<file path="src/rtl/fetch_controller.sv">
// rtl/fetch_controller.sv - instruction-fetch PC sequencer with i-cache refill handshake (optional FETCH_PERF_CNT_EN counters)
module fetch_controller #(
    parameter logic [31:0] RESET_PC   = 32'h0000_0000,
    parameter int          LINE_WORDS = 4
) (
    input  logic        clk,
    input  logic        rst_n,
    input  logic        icache_hit,
    input  logic        stall,
    input  logic        branch_taken,
    input  logic [31:0] branch_target,
    input  logic        mem_ack,
    output logic [31:0] pc,
    output logic [31:0] pc_plus1,
    output logic        if_valid,
    output logic        mem_req,
    output logic [31:0] mem_addr,
    output logic        icache_fill_en
`ifdef FETCH_PERF_CNT_EN
    ,
    output logic [15:0] miss_count,
    output logic [15:0] stall_cycles
`endif
);

    // Clearing the low bits of the PC gives the first word of its cache line.
    localparam logic [31:0] LINE_MASK = ~(32'(LINE_WORDS) - 32'd1);

    typedef enum logic [1:0] {
        S_FETCH    = 2'd0,
        S_MISS_REQ = 2'd1,
        S_REFILL   = 2'd2
    } state_t;

    state_t      r_state;
    state_t      w_state_nxt;
    logic [31:0] r_pc;
    logic [31:0] w_pc_nxt;
    logic [31:0] r_mem_addr;
    logic [31:0] w_mem_addr_nxt;
    logic        r_redir_pending;
    logic        w_redir_pending_nxt;
    logic [31:0] r_redir_target;
    logic [31:0] w_redir_target_nxt;

    assign pc             = r_pc;
    assign pc_plus1       = r_pc + 32'd1;
    assign mem_addr       = r_mem_addr;
    assign mem_req        = (r_state == S_MISS_REQ);
    assign icache_fill_en = (r_state == S_REFILL);
    assign if_valid       = (r_state == S_FETCH) && icache_hit && !stall && !branch_taken;

    // Next-state, next-PC and redirect bookkeeping; a branch always wins in FETCH.
    always_comb begin
        w_state_nxt         = r_state;
        w_pc_nxt            = r_pc;
        w_mem_addr_nxt      = r_mem_addr;
        w_redir_pending_nxt = r_redir_pending;
        w_redir_target_nxt  = r_redir_target;
        case (r_state)
            S_FETCH: begin
                if (branch_taken) begin
                    w_pc_nxt = branch_target;
                end else if (stall) begin
                    w_pc_nxt = r_pc;
                end else if (icache_hit) begin
                    w_pc_nxt = r_pc + 32'd1;
                end else begin
                    w_mem_addr_nxt = r_pc & LINE_MASK;
                    w_state_nxt    = S_MISS_REQ;
                end
            end
            S_MISS_REQ: begin
                // The request runs to completion; a branch is remembered for later.
                if (branch_taken) begin
                    w_redir_pending_nxt = 1'b1;
                    w_redir_target_nxt  = branch_target;
                end
                if (mem_ack) begin
                    w_state_nxt = S_REFILL;
                end
            end
            S_REFILL: begin
                // A branch seen in this very cycle is newer than any pending one.
                if (branch_taken) begin
                    w_pc_nxt = branch_target;
                end else if (r_redir_pending) begin
                    w_pc_nxt = r_redir_target;
                end
                w_redir_pending_nxt = 1'b0;
                w_state_nxt         = S_FETCH;
            end
            default: begin
                w_state_nxt = S_FETCH;
            end
        endcase
    end

    // State, PC and refill-address registers.
    always_ff @(posedge clk or negedge rst_n) begin
        if (!rst_n) begin
            r_state         <= S_FETCH;
            r_pc            <= RESET_PC;
            r_mem_addr      <= 32'd0;
            r_redir_pending <= 1'b0;
            r_redir_target  <= 32'd0;
        end else begin
            r_state         <= w_state_nxt;
            r_pc            <= w_pc_nxt;
            r_mem_addr      <= w_mem_addr_nxt;
            r_redir_pending <= w_redir_pending_nxt;
            r_redir_target  <= w_redir_target_nxt;
        end
    end

`ifdef FETCH_PERF_CNT_EN
    logic [15:0] r_miss_count;
    logic [15:0] r_stall_cycles;
    logic        w_miss_start;
    logic        w_busy;

    assign w_miss_start = (r_state == S_FETCH) && (w_state_nxt == S_MISS_REQ);
    assign w_busy       = (r_state == S_MISS_REQ) || (r_state == S_REFILL);
    assign miss_count   = r_miss_count;
    assign stall_cycles = r_stall_cycles;

    // Saturating miss and miss-penalty counters.
    always_ff @(posedge clk or negedge rst_n) begin
        if (!rst_n) begin
            r_miss_count   <= 16'd0;
            r_stall_cycles <= 16'd0;
        end else begin
            if (w_miss_start && (r_miss_count != 16'hFFFF)) begin
                r_miss_count <= r_miss_count + 16'd1;
            end
            if (w_busy && (r_stall_cycles != 16'hFFFF)) begin
                r_stall_cycles <= r_stall_cycles + 16'd1;
            end
        end
    end
`endif

endmodule

</file>
<file path="config.mk">
export PLATFORM = sky130hd
export DESIGN_NAME = fetch_controller
export DESIGN_NICKNAME = d
export VERILOG_FILES = /design/src/rtl/fetch_controller.sv
export SDC_FILE = /design/constraint.sdc
export NUM_CORES = 1
export LEC_CHECK = 0
export BUFFER_PORTS_ARGS = -buffer_cell sky130_fd_sc_hd__buf_2
export CAP_MARGIN = 20
export CORE_MARGIN = 1
export CORE_UTILIZATION = 57
export DETAILED_ROUTE_END_ITERATION = 12
export HOLD_SLACK_MARGIN = 0.06
export PLACE_DENSITY = 0.84
export SLEW_MARGIN = 30
export SYNTH_ARGS = -nofsm -noshare
export SYNTH_HDL_FRONTEND = slang
export SYNTH_SLANG_ARGS = --single-unit
</file>
<file path="constraint.sdc">
create_clock -name clk -period 4.26 [get_ports clk]
set_input_delay 0.426 -clock clk [delete_from_list [all_inputs] [get_ports clk]]
set_output_delay 0.426 -clock clk [all_outputs]
set_load 0.02 [all_outputs]
</file>
After elaboration in Yosys (flattened, before gate mapping)
Cells that the tools add are included.
{"block": "word_totals", "reg_bits": 97, "input_bits": 38, "output_inout_bits": 99, "word_cells": 45}
{"block": "op_classes", "add_sub_neg": 1, "n_eq_ne": 10, "muxes": 13, "n_bitwise": 3, "n_reduce_logical": 13}
{"cell": "two-way mux 32 bit", "count": 5}
{"cell": "one-hot mux 32 bit (2 select lines)", "count": 1}
{"cell": "adder 32 x 1 -> 32 bit (second input constant)", "count": 1}
{"cell": "AND reduction 4 bit", "count": 3}
{"cell": "!= test 2 bit (second input constant)", "count": 5}
{"cell": "two-way mux 2 bit", "count": 4}
{"cell": "!= test 3 bit (second input constant)", "count": 2}
{"cell": "one-hot mux 2 bit (2 select lines)", "count": 1}
{"cell": "AND reduction 2 bit", "count": 2}
{"cell": "nonzero test 2 bit", "count": 2}
{"cell": "logical AND 1 bit", "count": 3}
{"cell": "!= test 3 x 2 -> 1 bit (second input constant)", "count": 1}
{"cell": "NOT 1 bit", "count": 3}
{"cell": "equality test 2 x 1 -> 1 bit (second input constant)", "count": 1}
{"cell": "equality test 2 bit (second input constant)", "count": 1}
{"cell": "zero test 1 bit", "count": 2}
{"cell": "zero test 2 bit", "count": 1}
{"cell": "one-hot mux 1 bit (2 select lines)", "count": 1}
{"cell": "two-way mux 1 bit", "count": 1}

Longest topological paths before layout
Gate-level depths: netlist of run 1.
{"block": "depth", "word_depth": 5, "depth_mapped": 9, "depth_no_buf": 6}

Least setup slack after synthesis of run 1
No wires, ideal clock.
{"block": "synth_path", "path_kind": "register to output", "start": "reg r_pc[13] (netlist: pc[13])", "end": "out pc_plus1[28]", "t_arrival_ps": 2142, "required_time_ps": 3834, "path_slack_ps": 1692, "stages_incl_launch_ff": 8, "n_path_buf": 2, "path_cell_list": "dfrtp_1 -> buf_2 -> nand4_1 -> nor3_2 -> and3_1 -> clkbuf_1 -> and3_1 -> xor2_1"}
{"block": "synth_between", "elab_chain_len": 1}
{"element": "start, declared", "line_no": "37", "source": "logic [31:0] r_pc;"}
{"element": "start signal, assigned", "line_no": "109", "source": "r_pc <= w_pc_nxt;"}
{"element": "adder 32 x 1 -> 32 bit", "line_no": "47", "source": "assign pc_plus1 = r_pc + 32'd1;"}
{"element": "end, declared", "line_no": "14", "source": "output logic [31:0] pc_plus1,"}
No other way between the ends.

Worst setup path in the final report of run 1
{"block": "layout_path", "start": "reg r_pc[0] (netlist: pc[0])", "end": "out pc_plus1[28]"}
The elaborated chain is that of the path after synthesis.

==> impl_metrics.prom, run 1 <==
# TYPE chip_impl_metric gauge
chip_impl_metric{name="finalCoreUtilization",unit="%"} 69.5
chip_impl_metric{name="initial_core_util",unit="%"} 59.0
chip_impl_info{name="critPathCapture",value="pc_plus1[28]"} 1
chip_impl_info{name="synth.top_cells.by_area",value="dfrtp_1, mux2_2, nand2_1, xor2_1, xnor2_1"} 1
chip_impl_metric{name="p_int",unit="uW"} 2000
chip_impl_metric{name="rows",unit=""} 34
chip_impl_info{name="dominant_combinational_cell_family_by_area_after_synthesis",value="simple AND/OR/NAND/NOR gates"} 1
chip_impl_metric{name="antenna_cells",unit=""} 0
chip_impl_metric{name="setup-tns-final",unit="ps"} 0
chip_impl_metric{name="final_non_filler_cells",unit=""} 730
chip_impl_info{name="grt_busiest_layer",value="met2"} 1
chip_impl_metric{name="period_minus_slack",unit="ps"} 3130
chip_impl_metric{name="clk_path_buf_depth",unit=""} 2
chip_impl_metric{name="synth_area_in_xor_xnor",unit="%"} 5.11
chip_impl_metric{name="cts-resized-gates",unit=""} 0
chip_impl_metric{name="timing.final.crit_share",unit="%"} 73.4
chip_impl_info{name="worst_r2r_startpoint",value="r_state[0]"} 1
chip_impl_metric{name="post_route_cells_drive_above_1_share",unit="%"} 35.2
chip_impl_metric{name="timing_hold_violations_final",unit=""} 0
chip_impl_metric{name="synth_simple_gate_area_share",unit="%"} 15.7
chip_impl_metric{name="synth_compound_gate_area_share",unit="%"} 14.3
chip_impl_info{name="outcome",value="finished, final reports clean"} 1
chip_impl_metric{name="wire_per_inst",unit="um"} 18.9
chip_impl_metric{name="power_frac_comb",unit="%"} 36.6
chip_impl_info{name="critical_path.startpoint",value="pc[0]"} 1
chip_impl_metric{name="drt_pass1_iterations",unit=""} 4
chip_impl_metric{name="synthesis.instances",unit=""} 505
chip_impl_metric{name="drt_iter0_drc",unit=""} 361
chip_impl_info{name="min_path_type",value="in2async"} 1
chip_impl_metric{name="netSwitchingFraction",unit="%"} 39.4
chip_impl_info{name="yosys.cell_count.top_type",value="dfrtp_1"} 1
chip_impl_metric{name="floorplan.die.height",unit="um"} 97.0
chip_impl_metric{name="gr-usage-met2",unit="%"} 47.6
chip_impl_metric{name="wirelength",unit="mm"} 13.8
chip_impl_metric{name="finalWeightedCongestion",unit=""} 0.883
chip_impl_info{name="start_kind",value="register"} 1
chip_impl_metric{name="antenna_found_initial",unit=""} 0
chip_impl_metric{name="routing_usage_on_met1",unit="%"} 40.2
chip_impl_metric{name="fp.dieArea",unit="mm2"} 0.00941
chip_impl_metric{name="remaining_drc_errors",unit=""} 0
chip_impl_info{name="ctsRootBufferMaster",value="clkbuf_8"} 1
chip_impl_metric{name="power.leakage",unit="uW"} 0.00275
chip_impl_metric{name="max_freq",unit="MHz"} 320
chip_impl_metric{name="placement.io_buffers",unit=""} 134
chip_impl_metric{name="total_switching_power",unit="uW"} 1300
chip_impl_metric{name="placeable_core_region",unit="mm2"} 0.00872
chip_impl_metric{name="register_area_share_after_synthesis",unit="%"} 47.2
chip_impl_metric{name="max_slew.worst_pin.slew",unit="ps"} 812
chip_impl_metric{name="number_of_global_route_vias_before_repair",unit=""} 4603
chip_impl_metric{name="dr_total_vias",unit=""} 4577
chip_impl_info{name="crit_path_end_kind",value="output port"} 1
chip_impl_info{name="cts_tree",value="done"} 1
chip_impl_metric{name="r2r.worst_path.cells",unit=""} 6
chip_impl_info{name="path_class",value="reg2out"} 1
chip_impl_info{name="setup_repair_after_global_routing_missed_its_margin",value="no"} 1
chip_impl_metric{name="cts_htree_levels",unit=""} 3
chip_impl_metric{name="antenna_left",unit=""} 0
chip_impl_metric{name="reg2reg_setup_slack",unit="ps"} 1530
chip_impl_metric{name="grt.total_usage",unit="%"} 30.0
chip_impl_metric{name="worst_ep_arrival_time",unit="ps"} 2700
chip_impl_metric{name="peakVddDrop",unit="mV"} 0.339
chip_impl_metric{name="globalRoute.totalOverflow",unit=""} 0
chip_impl_metric{name="first_pass_grt_wire_length",unit="mm"} 22.6
chip_impl_metric{name="postSynthAreaPerCell",unit="um2"} 10.2
chip_impl_metric{name="post_cts.repair.setup_buffers",unit=""} 0
chip_impl_metric{name="synth-edff-count",unit=""} 0
chip_impl_metric{name="vias_per_cell",unit=""} 6.27
chip_impl_metric{name="dpl.hpwl",unit="mm"} 9.34
chip_impl_metric{name="cts_hold_buf",unit=""} 0
chip_impl_metric{name="drv_cap",unit=""} 0
chip_impl_metric{name="worst_clock_skew_on_the_final_layout",unit="ps"} 11.6
chip_impl_info{name="yosys_most_used_dff",value="dfrtp_1"} 1
chip_impl_metric{name="pin_count_of_the_biggest_net_entering_global_routing",unit=""} 72
chip_impl_metric{name="clock_transition_at_the_registers_of_the_reported_paths",unit="ps"} 90
chip_impl_metric{name="seq_power_share",unit="%"} 44.9
chip_impl_metric{name="synth_mux_area_share",unit="%"} 13.6
chip_impl_metric{name="netlist.area_leader.share",unit="%"} 47.2
chip_impl_info{name="critical_path.reg2reg.endpoint",value="pc[8]"} 1
chip_impl_metric{name="postSynthRegisterBits",unit=""} 97
chip_impl_metric{name="maxSlewViolCount",unit=""} 0
chip_impl_metric{name="critPathRequiredTime",unit="ps"} 3830
chip_impl_metric{name="synthAdderAreaFrac",unit="%"} 0.243
chip_impl_metric{name="insertion_delay",unit="ps"} 360
chip_impl_metric{name="use_met3",unit="%"} 4.26
chip_impl_metric{name="cts_made_buffers",unit=""} 9
chip_impl_metric{name="syn2layout_area_growth",unit="%"} 17.9
chip_impl_metric{name="async_reset_ff_share",unit="%"} 100
chip_impl_metric{name="synth_cell_types",unit=""} 57
chip_impl_metric{name="p_clk_share",unit="%"} 18.5
chip_impl_metric{name="synth.cell_area",unit="mm2"} 0.00514
chip_impl_info{name="netlist_top_cells_count",value="dfrtp_1, nand2_1, mux2_2"} 1
chip_impl_info{name="netlist.top_cell.by_area",value="dfrtp_1"} 1
chip_impl_metric{name="tritoncts_num_sinks",unit=""} 97
chip_impl_metric{name="timing.final.setup_violations",unit=""} 0
chip_impl_metric{name="max_slew_margin",unit="%"} 45.8
chip_impl_metric{name="synth_warnings",unit=""} 0
chip_impl_metric{name="placed_cells_incl_taps",unit=""} 714
chip_impl_metric{name="critPathMaxFanout",unit=""} 11
chip_impl_metric{name="final_net_count",unit=""} 657
chip_impl_metric{name="pin_count",unit=""} 137
chip_impl_metric{name="die_w",unit="um"} 97.0
chip_impl_metric{name="power_density",unit="mW/mm2"} 545
cell usage in the layout (no fill, tap or decap), types with 4 or more instances in the layout:
| master | count |
|---|---|
| buf_2 | 132 |
| dfrtp_1 | 97 |
| nand2_1 | 55 |
| mux2_2 | 52 |
| nor2_1 | 26 |
| o21ai_0 | 24 |
| a21oi_1 | 22 |
| xor2_1 | 16 |
| o21ai_1 | 16 |
| nand3_1 | 15 |
| xnor2_1 | 14 |
| and3_1 | 11 |
| clkbuf_8 | 11 |
| mux2_1 | 10 |
| o211ai_1 | 10 |
| inv_1 | 7 |
| o2bb2ai_1 | 7 |
| nand4_1 | 6 |
| nor4_1 | 6 |
| nor3_1 | 5 |
| a22o_1 | 5 |
| buf_4 | 5 |
| nand2b_1 | 4 |
| a31oi_1 | 4 |
final cells by class:
cell class              count  area, um2
fillers                   655       2660
multi-input cells         363       2540
flip-flops and latches     97       2430
repair buffers            139        737
clock buffers              13        159
well taps                 108        135
clock inverters             2       37.5
inverters                   8       30.0
power by group through the flow:
stage          clock, uW  combinational, uW  sequential (uW)
4_1_cts              619               1210             1480
3_5_place_dp           0               1210             1490
2_1_floorplan          0                607             1640
6_report             611               1210             1480
5_1_grt              654               1290             1530
3_3_place_gp           0               1180             1460
registers in the layout, indices dropped and copies added, names as in the netlist:
signal,cells
pc,32
mem_addr,30
r_state,2
r_redir_target,32
r_redir_pending,1
worst max-delay path: stages (launching register included):
cell and delay [ps]:
dfrtp_1 500, ha_1 330, and4_1 230, and2_1 390, and3_1 330, and3_1 230
xor2_1 140, buf_2 180
stage by stage:
stage | hold slack, ps | area, um2 | worst slack (ps) | total power, uW
2_1_floorplan | 130 | 5150 | 1690 | 2250
3_3_place_gp | 461 | 5830 | 1430 | 2640
3_5_place_dp | 471 | 5830 | 1310 | 2700
4_1_cts | 229 | 6030 | 1170 | 3310
5_1_grt | 135 | 6060 | 1010 | 3470
6_report | 71.0 | 6060 | 1130 | 3310
kinds of logic after synthesis:
group | after synthesis
simple gates | 153
compound gates | 115
flops | 97
mux | 62
buf+inv | 46
xor+xnor | 30
fa+ha+maj | 1
other cells | 1
how the worst min path moves through the flow:
stage                  from  depth (start not counted)                  to  slack [ps]
6_report              rst_n                          1        mem_addr[18]          70
5_1_grt               rst_n                          1        mem_addr[19]         140
4_1_cts               rst_n                          1  r_redir_target[22]         230
3_5_place_dp   mem_addr[17]                          1        mem_addr[17]         470
2_1_floorplan         rst_n                          0        mem_addr[10]         130
3_3_place_gp    mem_addr[8]                          1         mem_addr[8]         460
layer usage:
| layer | share of wire (%) | up-vias |
|---|---|---|
| li1 | - | 2047 |
| met1 | 42 | 2246 |
| met2 | 48 | 243 |
| met3 | 6.7 | 41 |
| met4 | 3.2 | 0 |
| met5 | 0 | - |
(Power assumes the default switching activity.)
==> run 2: changes to the inputs <==
- CORE_UTILIZATION: 57 -> 48
- PLACE_DENSITY: 0.84 -> 0.76
- clock period: 4.26 -> 2.6 ns (I/O delays scaled with it)
==> run 2 against run 1 <==
Compared with the run above:
- critical path depth decreased by 1
- setup slack worse by 1100 ps
- register-to-register slack got worse by 1000 ps
- largest cell class unchanged
- critical path type unchanged
- count of clock-buffer cells in the layout decreased by 4
- combinational power increased by 73%
- core utilization is 7.8 points lower
- sequential cell count unchanged
- non-clock buffer count increased by 22
- sequential share of layout area is 1.8 points lower
- die area grew 18%
- sequential power rose by 65%
==> impl_metrics.prom, run 2 (synthesis gave the netlist of run 1 again) <==
# TYPE chip_impl_metric gauge
chip_impl_info{name="cts_tree",value="done"} 1
chip_impl_metric{name="placeable_core_region",unit="mm2"} 0.0104
chip_impl_metric{name="post_route_cells_drive_above_1_share",unit="%"} 40.9
chip_impl_metric{name="placed_cells_incl_taps",unit=""} 754
chip_impl_metric{name="worst_ep_arrival_time",unit="ps"} 2300
chip_impl_metric{name="drv_cap",unit=""} 0
chip_impl_metric{name="tritoncts_num_sinks",unit=""} 97
chip_impl_metric{name="vias_per_cell",unit=""} 5.89
chip_impl_metric{name="number_of_global_route_vias_before_repair",unit=""} 4474
chip_impl_metric{name="worst_path_largest_cell_delay",unit="ps"} 650
chip_impl_metric{name="antenna_cells",unit=""} 0
chip_impl_metric{name="maxSlewViolCount",unit=""} 0
chip_impl_metric{name="timing.final.setup_violations",unit=""} 0
chip_impl_info{name="crit_path_end_kind",value="output port"} 1
chip_impl_metric{name="total_power",unit="uW"} 5820
chip_impl_metric{name="first_pass_grt_wire_length",unit="mm"} 23.0
chip_impl_metric{name="final_net_count",unit=""} 679
chip_impl_metric{name="antenna_left",unit=""} 0
chip_impl_metric{name="insertion_delay",unit="ps"} 370
chip_impl_info{name="path_class",value="reg2out"} 1
chip_impl_metric{name="clock_transition_at_the_registers_of_the_reported_paths",unit="ps"} 90
chip_impl_metric{name="clk_path_buf_depth",unit=""} 2
chip_impl_metric{name="critPathMaxFanout",unit=""} 7
chip_impl_metric{name="remaining_drc_errors",unit=""} 0
chip_impl_metric{name="fill_cell_total_of_the_finished_layout",unit=""} 906
chip_impl_metric{name="period_minus_slack",unit="ps"} 2560
chip_impl_metric{name="fp.dieArea",unit="mm2"} 0.0111
chip_impl_metric{name="critPathRequiredTime",unit="ps"} 2340
chip_impl_info{name="ctsRootBufferMaster",value="clkbuf_8"} 1
chip_impl_metric{name="dpl.hpwl",unit="mm"} 9.85
chip_impl_metric{name="worst_clock_skew_on_the_final_layout",unit="ps"} 11.2
chip_impl_info{name="critical_path.slowest_cell",value="or4_4"} 1
chip_impl_metric{name="final_non_filler_cells",unit=""} 781
chip_impl_metric{name="pin_count_of_the_biggest_net_entering_global_routing",unit=""} 59
chip_impl_metric{name="max_freq",unit="MHz"} 391
chip_impl_metric{name="syn2layout_area_growth",unit="%"} 24.5
chip_impl_info{name="ordered_cell_list_for_the_critical_path",value="nand3_2, or4_4, buf_4, nor2_2, xor2_1, buf_2"} 1
chip_impl_metric{name="drt_pass1_iterations",unit=""} 5
chip_impl_metric{name="die_w",unit="um"} 106
chip_impl_metric{name="wirelength",unit="mm"} 14.3
chip_impl_metric{name="timing_hold_violations_final",unit=""} 0
chip_impl_info{name="start_kind",value="register"} 1
chip_impl_metric{name="dr_total_vias",unit=""} 4599
chip_impl_metric{name="floorplan.die.height",unit="um"} 106
chip_impl_metric{name="drt_iter0_drc",unit=""} 240
chip_impl_metric{name="rows",unit=""} 37
chip_impl_metric{name="peakVddDrop",unit="mV"} 0.384
chip_impl_metric{name="power.leakage",unit="uW"} 0.00292
chip_impl_info{name="setup_repair_after_global_routing_missed_its_margin",value="yes"} 1
chip_impl_info{name="mostFrequentLayoutCell",value="buf_2"} 1
chip_impl_metric{name="cts_htree_levels",unit=""} 3
chip_impl_info{name="mostFrequentLayoutCells",value="buf_2, dfrtp_1, nand2_1, mux2_2, buf_4"} 1
chip_impl_metric{name="finalWeightedCongestion",unit=""} 0.874
chip_impl_metric{name="timing.final.crit_share",unit="%"} 98.4
chip_impl_metric{name="max_slew_margin",unit="%"} 55.3
chip_impl_metric{name="antenna_found_initial",unit=""} 0
chip_impl_metric{name="globalRoute.totalOverflow",unit=""} 0
chip_impl_metric{name="grt.total_usage",unit="%"} 26.2
chip_impl_metric{name="initial_core_util",unit="%"} 49.6
chip_impl_metric{name="reg2reg_setup_slack",unit="ps"} 530
chip_impl_info{name="outcome",value="finished, final reports clean"} 1
chip_impl_metric{name="pin_count",unit=""} 137
chip_impl_metric{name="wire_per_inst",unit="um"} 18.4
chip_impl_info{name="min_path_type",value="in2reg"} 1
chip_impl_metric{name="max_slew.worst_pin.slew",unit="ps"} 668
chip_impl_metric{name="cts_made_buffers",unit=""} 9
chip_impl_metric{name="power_density",unit="mW/mm2"} 908
chip_impl_metric{name="placement.io_buffers",unit=""} 134
[run 2: changes by cell type in the layout (fill, tap and decap cells not counted), sizes merged]
cell,delta
clkinv,+1
inv,+1
buf,+21
clkbuf,-4
dlygate4sd3,+1
bufinv,+3
[run 2: repair_timing]
action	4_1_cts	5_1_grt
hold endpoints to repair	39	0
hold buffers	1	0
pin swaps	2	1
setup buffers	2	8
resized for setup	15	16
endpoints found under the setup margin	10	11
[run 2: cell type report]
class                   instances  area (um2)  area share (%)
multi-input cells             363        2600            40.5
well taps                     136         170            2.66
repair buffers                161         896            14.0
inverters                       8        30.0           0.469
clock inverters                 7         141            2.21
flip-flops and latches         97        2450            38.2
clock buffers                   9         124            1.93
[run 2: through the flow]
stage / setup TNS, ps / hold slack, ps / instance area [um2] / util, % / setup slack [ps]
2_1_floorplan: 0 / -35.6 / 5150 / - / 198
3_3_place_gp: 0 / 276 / 5970 / 57.5 / 333
3_5_place_dp: 0 / 279 / 5970 / 57.5 / 266
4_1_cts: 0 / 96.9 / 6300 / 60.7 / 1.01
5_1_grt: -45.3 / 124 / 6410 / 61.8 / -22.4
6_report: 0 / 110 / 6410 / 61.8 / 41.2
[run 2: per-layer routing]
metal  vias to the layer above  GRT usage [%]  routed length [um]  share of wire (%)
met3                        38           3.96                 827                5.8
met2                       195           41.5                6860                 48
li1                       2092              -                   -                  -
met1                      2274           35.2                6180                 43
met5                         -              0                   0                  0
met4                         0           13.4                 468                3.3
[run 2: path summary, 6_finish.rpt]
kind                                      to         start  cells past startpoint
max                             pc_plus1[15]         pc[7]                      6
min                               r_state[1]       mem_ack                      2
max reg2reg                           pc[23]         pc[7]                      6
min reg2reg                     mem_addr[18]  mem_addr[18]                      1
max in group asynchronous             pc[20]         rst_n                      3
min in group asynchronous  r_redir_target[1]         rst_n                      2
[run 2: power by group]
group	total (uW)	switching [uW]	internal [uW]	leakage [uW]
registers	2440	435	2000	0.00114
logic	2090	1230	855	0.00165
clock network	1290	557	738	0.000130
[run 2: critical path: cells and delay by family, from the launching register on]
kind	cells	cell delay (ps)
flops	1	450
xor+xnor	1	160
simple gates	3	950
buf+inv	2	370
==> run 3: changes to the inputs <==
- SETUP_SLACK_MARGIN: unset -> 0.4
==> run 3 against run 2 <==
Compared with the run above:
- cell area grew 7.7%
- first-iteration DRC count grew 23%
- register-to-register slack is essentially flat
- setup slack gained 140 ps
- sequential power shrank 3%
- critical endpoint is now pc_plus1[31]
- highest routed layer unchanged
==> impl_metrics.prom, run 3 (synthesis gave the netlist of run 1 again) <==
# TYPE chip_impl_metric gauge
chip_impl_metric{name="dpl.hpwl",unit="mm"} 9.75
chip_impl_metric{name="dr_total_vias",unit=""} 4795
chip_impl_metric{name="timing.final.setup_violations",unit=""} 0
chip_impl_metric{name="pin_count",unit=""} 137
chip_impl_metric{name="insertion_delay",unit="ps"} 380
chip_impl_metric{name="power_density",unit="mW/mm2"} 847
chip_impl_metric{name="antenna_found_initial",unit=""} 0
chip_impl_metric{name="total_power",unit="uW"} 5840
chip_impl_metric{name="floorplan.die.height",unit="um"} 106
chip_impl_info{name="worst_r2r_startpoint",value="pc[1]"} 1
chip_impl_metric{name="cts_htree_levels",unit=""} 3
chip_impl_info{name="outcome",value="finished, final reports clean"} 1
chip_impl_metric{name="r2r.worst_path.cells",unit=""} 10
chip_impl_metric{name="timing_hold_violations_final",unit=""} 0
chip_impl_metric{name="remaining_drc_errors",unit=""} 0
chip_impl_metric{name="initial_core_util",unit="%"} 49.6
chip_impl_info{name="start_kind",value="register"} 1
chip_impl_metric{name="netSwitchingFraction",unit="%"} 38.9
chip_impl_metric{name="worst_ep_arrival_time",unit="ps"} 2160
chip_impl_info{name="mostFrequentLayoutCells",value="buf_2, dfrtp_1, buf_4, mux2_2, nand2_1"} 1
chip_impl_metric{name="setup-tns-final",unit="ps"} 0
chip_impl_metric{name="syn2layout_area_growth",unit="%"} 34.1
chip_impl_metric{name="max_slew.worst_pin.slew",unit="ps"} 622
chip_impl_metric{name="fin_worst_hold_slack",unit="ps"} 116
chip_impl_metric{name="wire_per_inst",unit="um"} 18.4
chip_impl_metric{name="drv_cap",unit=""} 0
chip_impl_metric{name="total_switching_power",unit="uW"} 2270
chip_impl_metric{name="seq_power_share",unit="%"} 40.4
chip_impl_info{name="holdPathEnd",value="r_state[1]"} 1
chip_impl_metric{name="pin_count_of_the_biggest_net_entering_global_routing",unit=""} 53
chip_impl_metric{name="max_freq",unit="MHz"} 413
chip_impl_metric{name="worst_clock_skew_on_the_final_layout",unit="ps"} 8.77
chip_impl_metric{name="power.leakage",unit="uW"} 0.00313
chip_impl_info{name="path_class",value="reg2out"} 1
chip_impl_metric{name="globalRoute.totalOverflow",unit=""} 0
chip_impl_metric{name="finalWeightedCongestion",unit=""} 0.831
chip_impl_info{name="cts_tree",value="done"} 1
chip_impl_metric{name="die_w",unit="um"} 106
chip_impl_info{name="crit_path_end_kind",value="output port"} 1
chip_impl_metric{name="antenna_cells",unit=""} 0
chip_impl_metric{name="worst_hold_path.num_cells",unit=""} 2
chip_impl_metric{name="max_slew_margin",unit="%"} 58.6
chip_impl_metric{name="p_int",unit="uW"} 3570
chip_impl_metric{name="vias_per_cell",unit=""} 5.87
chip_impl_metric{name="timing.final.crit_share",unit="%"} 93.1
chip_impl_metric{name="grt.total_usage",unit="%"} 27.6
chip_impl_metric{name="clk_path_buf_depth",unit=""} 2
chip_impl_metric{name="drt_iter0_drc",unit=""} 296
chip_impl_metric{name="tritoncts_num_sinks",unit=""} 97
chip_impl_metric{name="critPathRequiredTime",unit="ps"} 2340
chip_impl_metric{name="first_pass_grt_wire_length",unit="mm"} 23.9
chip_impl_metric{name="period_minus_slack",unit="ps"} 2420
chip_impl_info{name="critical_path.reg2reg.endpoint",value="pc[26]"} 1
chip_impl_metric{name="p_clk_share",unit="%"} 17.8
chip_impl_metric{name="post_route_cells_drive_above_1_share",unit="%"} 47.9
chip_impl_metric{name="drt_pass1_iterations",unit=""} 5
chip_impl_metric{name="number_of_global_route_vias_before_repair",unit=""} 4547
chip_impl_metric{name="maxSlewViolCount",unit=""} 0
chip_impl_info{name="ctsRootBufferMaster",value="clkbuf_8"} 1
chip_impl_info{name="min_path_type",value="in2reg"} 1
chip_impl_metric{name="reg2reg_setup_slack",unit="ps"} 520
chip_impl_metric{name="final_net_count",unit=""} 715
chip_impl_metric{name="antenna_left",unit=""} 0
chip_impl_metric{name="critPathMaxFanout",unit=""} 9
chip_impl_metric{name="fp.dieArea",unit="mm2"} 0.0111
chip_impl_metric{name="placement.io_buffers",unit=""} 134
chip_impl_metric{name="cts_made_buffers",unit=""} 9
chip_impl_info{name="hold_path.startpoint",value="mem_ack"} 1
chip_impl_metric{name="placeable_core_region",unit="mm2"} 0.0104
chip_impl_metric{name="wirelength",unit="mm"} 15.0
chip_impl_metric{name="power_frac_comb",unit="%"} 41.8
chip_impl_metric{name="peakVddDrop",unit="mV"} 0.409
chip_impl_metric{name="rows",unit=""} 37
chip_impl_info{name="setup_repair_after_global_routing_missed_its_margin",value="yes"} 1
chip_impl_metric{name="clock_transition_at_the_registers_of_the_reported_paths",unit="ps"} 80
chip_impl_info{name="mostFrequentLayoutCell",value="buf_2"} 1
run 3: area by class of cell:
type / count / area (um2)
clock buffers: 14 / 173
clock inverters: 2 / 35.0
fillers: 802 / 3470
inverters: 8 / 32.5
multi-input cells: 363 / 2790
flip-flops and latches: 97 / 2450
well taps: 136 / 170
repair buffers: 197 / 1250
run 3: worst max-delay path, stage by stage (launching register included):
cell,delay (ps)
dfrtp_2,410
nand3_4,120
nor4_2,550
nand3_4,200
nor2_1,150
xor2_1,170
buf_2,190
run 3: power groups by stage:
stage	logic [uW]	registers, uW	clock network (uW)
finish	2440	2360	1040
global route	2600	2420	1110
CTS	2350	2350	1060
detailed placement	2050	2440	0
global placement	2010	2400	0
floorplan	1010	2710	0
run 3: metal layers:
layer  up-vias  global-route usage, %  routed length [um]
li1       2150                      -                   -
met1      2371                   38.3                6350
met2       240                   42.8                7240
met3        34                   4.02                1040
met4         0                   13.4                 382
met5         -                      0                   0
run 3: worst max path at each step:
stage | start | end | slack [ps]
global placement | pc[0] | pc_plus1[28] | 340
floorplan | pc[13] | pc_plus1[28] | 330
CTS | pc[4] | pc_plus1[31] | 180
detailed placement | pc[0] | pc_plus1[28] | 250
global route | pc[11] | pc_plus1[27] | 80
finish | pc[4] | pc_plus1[31] | 180
run 3: per-stage QoR:
step                      cells  setup WS (ps)  utilization, %  cell area, um2
final                       817            180            66.5            6900
after global routing        817           78.5            66.5            6900
after CTS                   806            181            64.7            6710
after detailed placement    756            249            58.5            6060
after global placement      756            342            58.5            6060
after floorplan             506            332               -            5230
run 3: timing repair:
action	in CTS	in global routing
resized for setup	51	24
pin swaps	17	16
endpoints found under the setup margin	21	25
buffers inserted	33	11
hold buffers	1	0
hold endpoints to repair	45	0
cloned	0	0
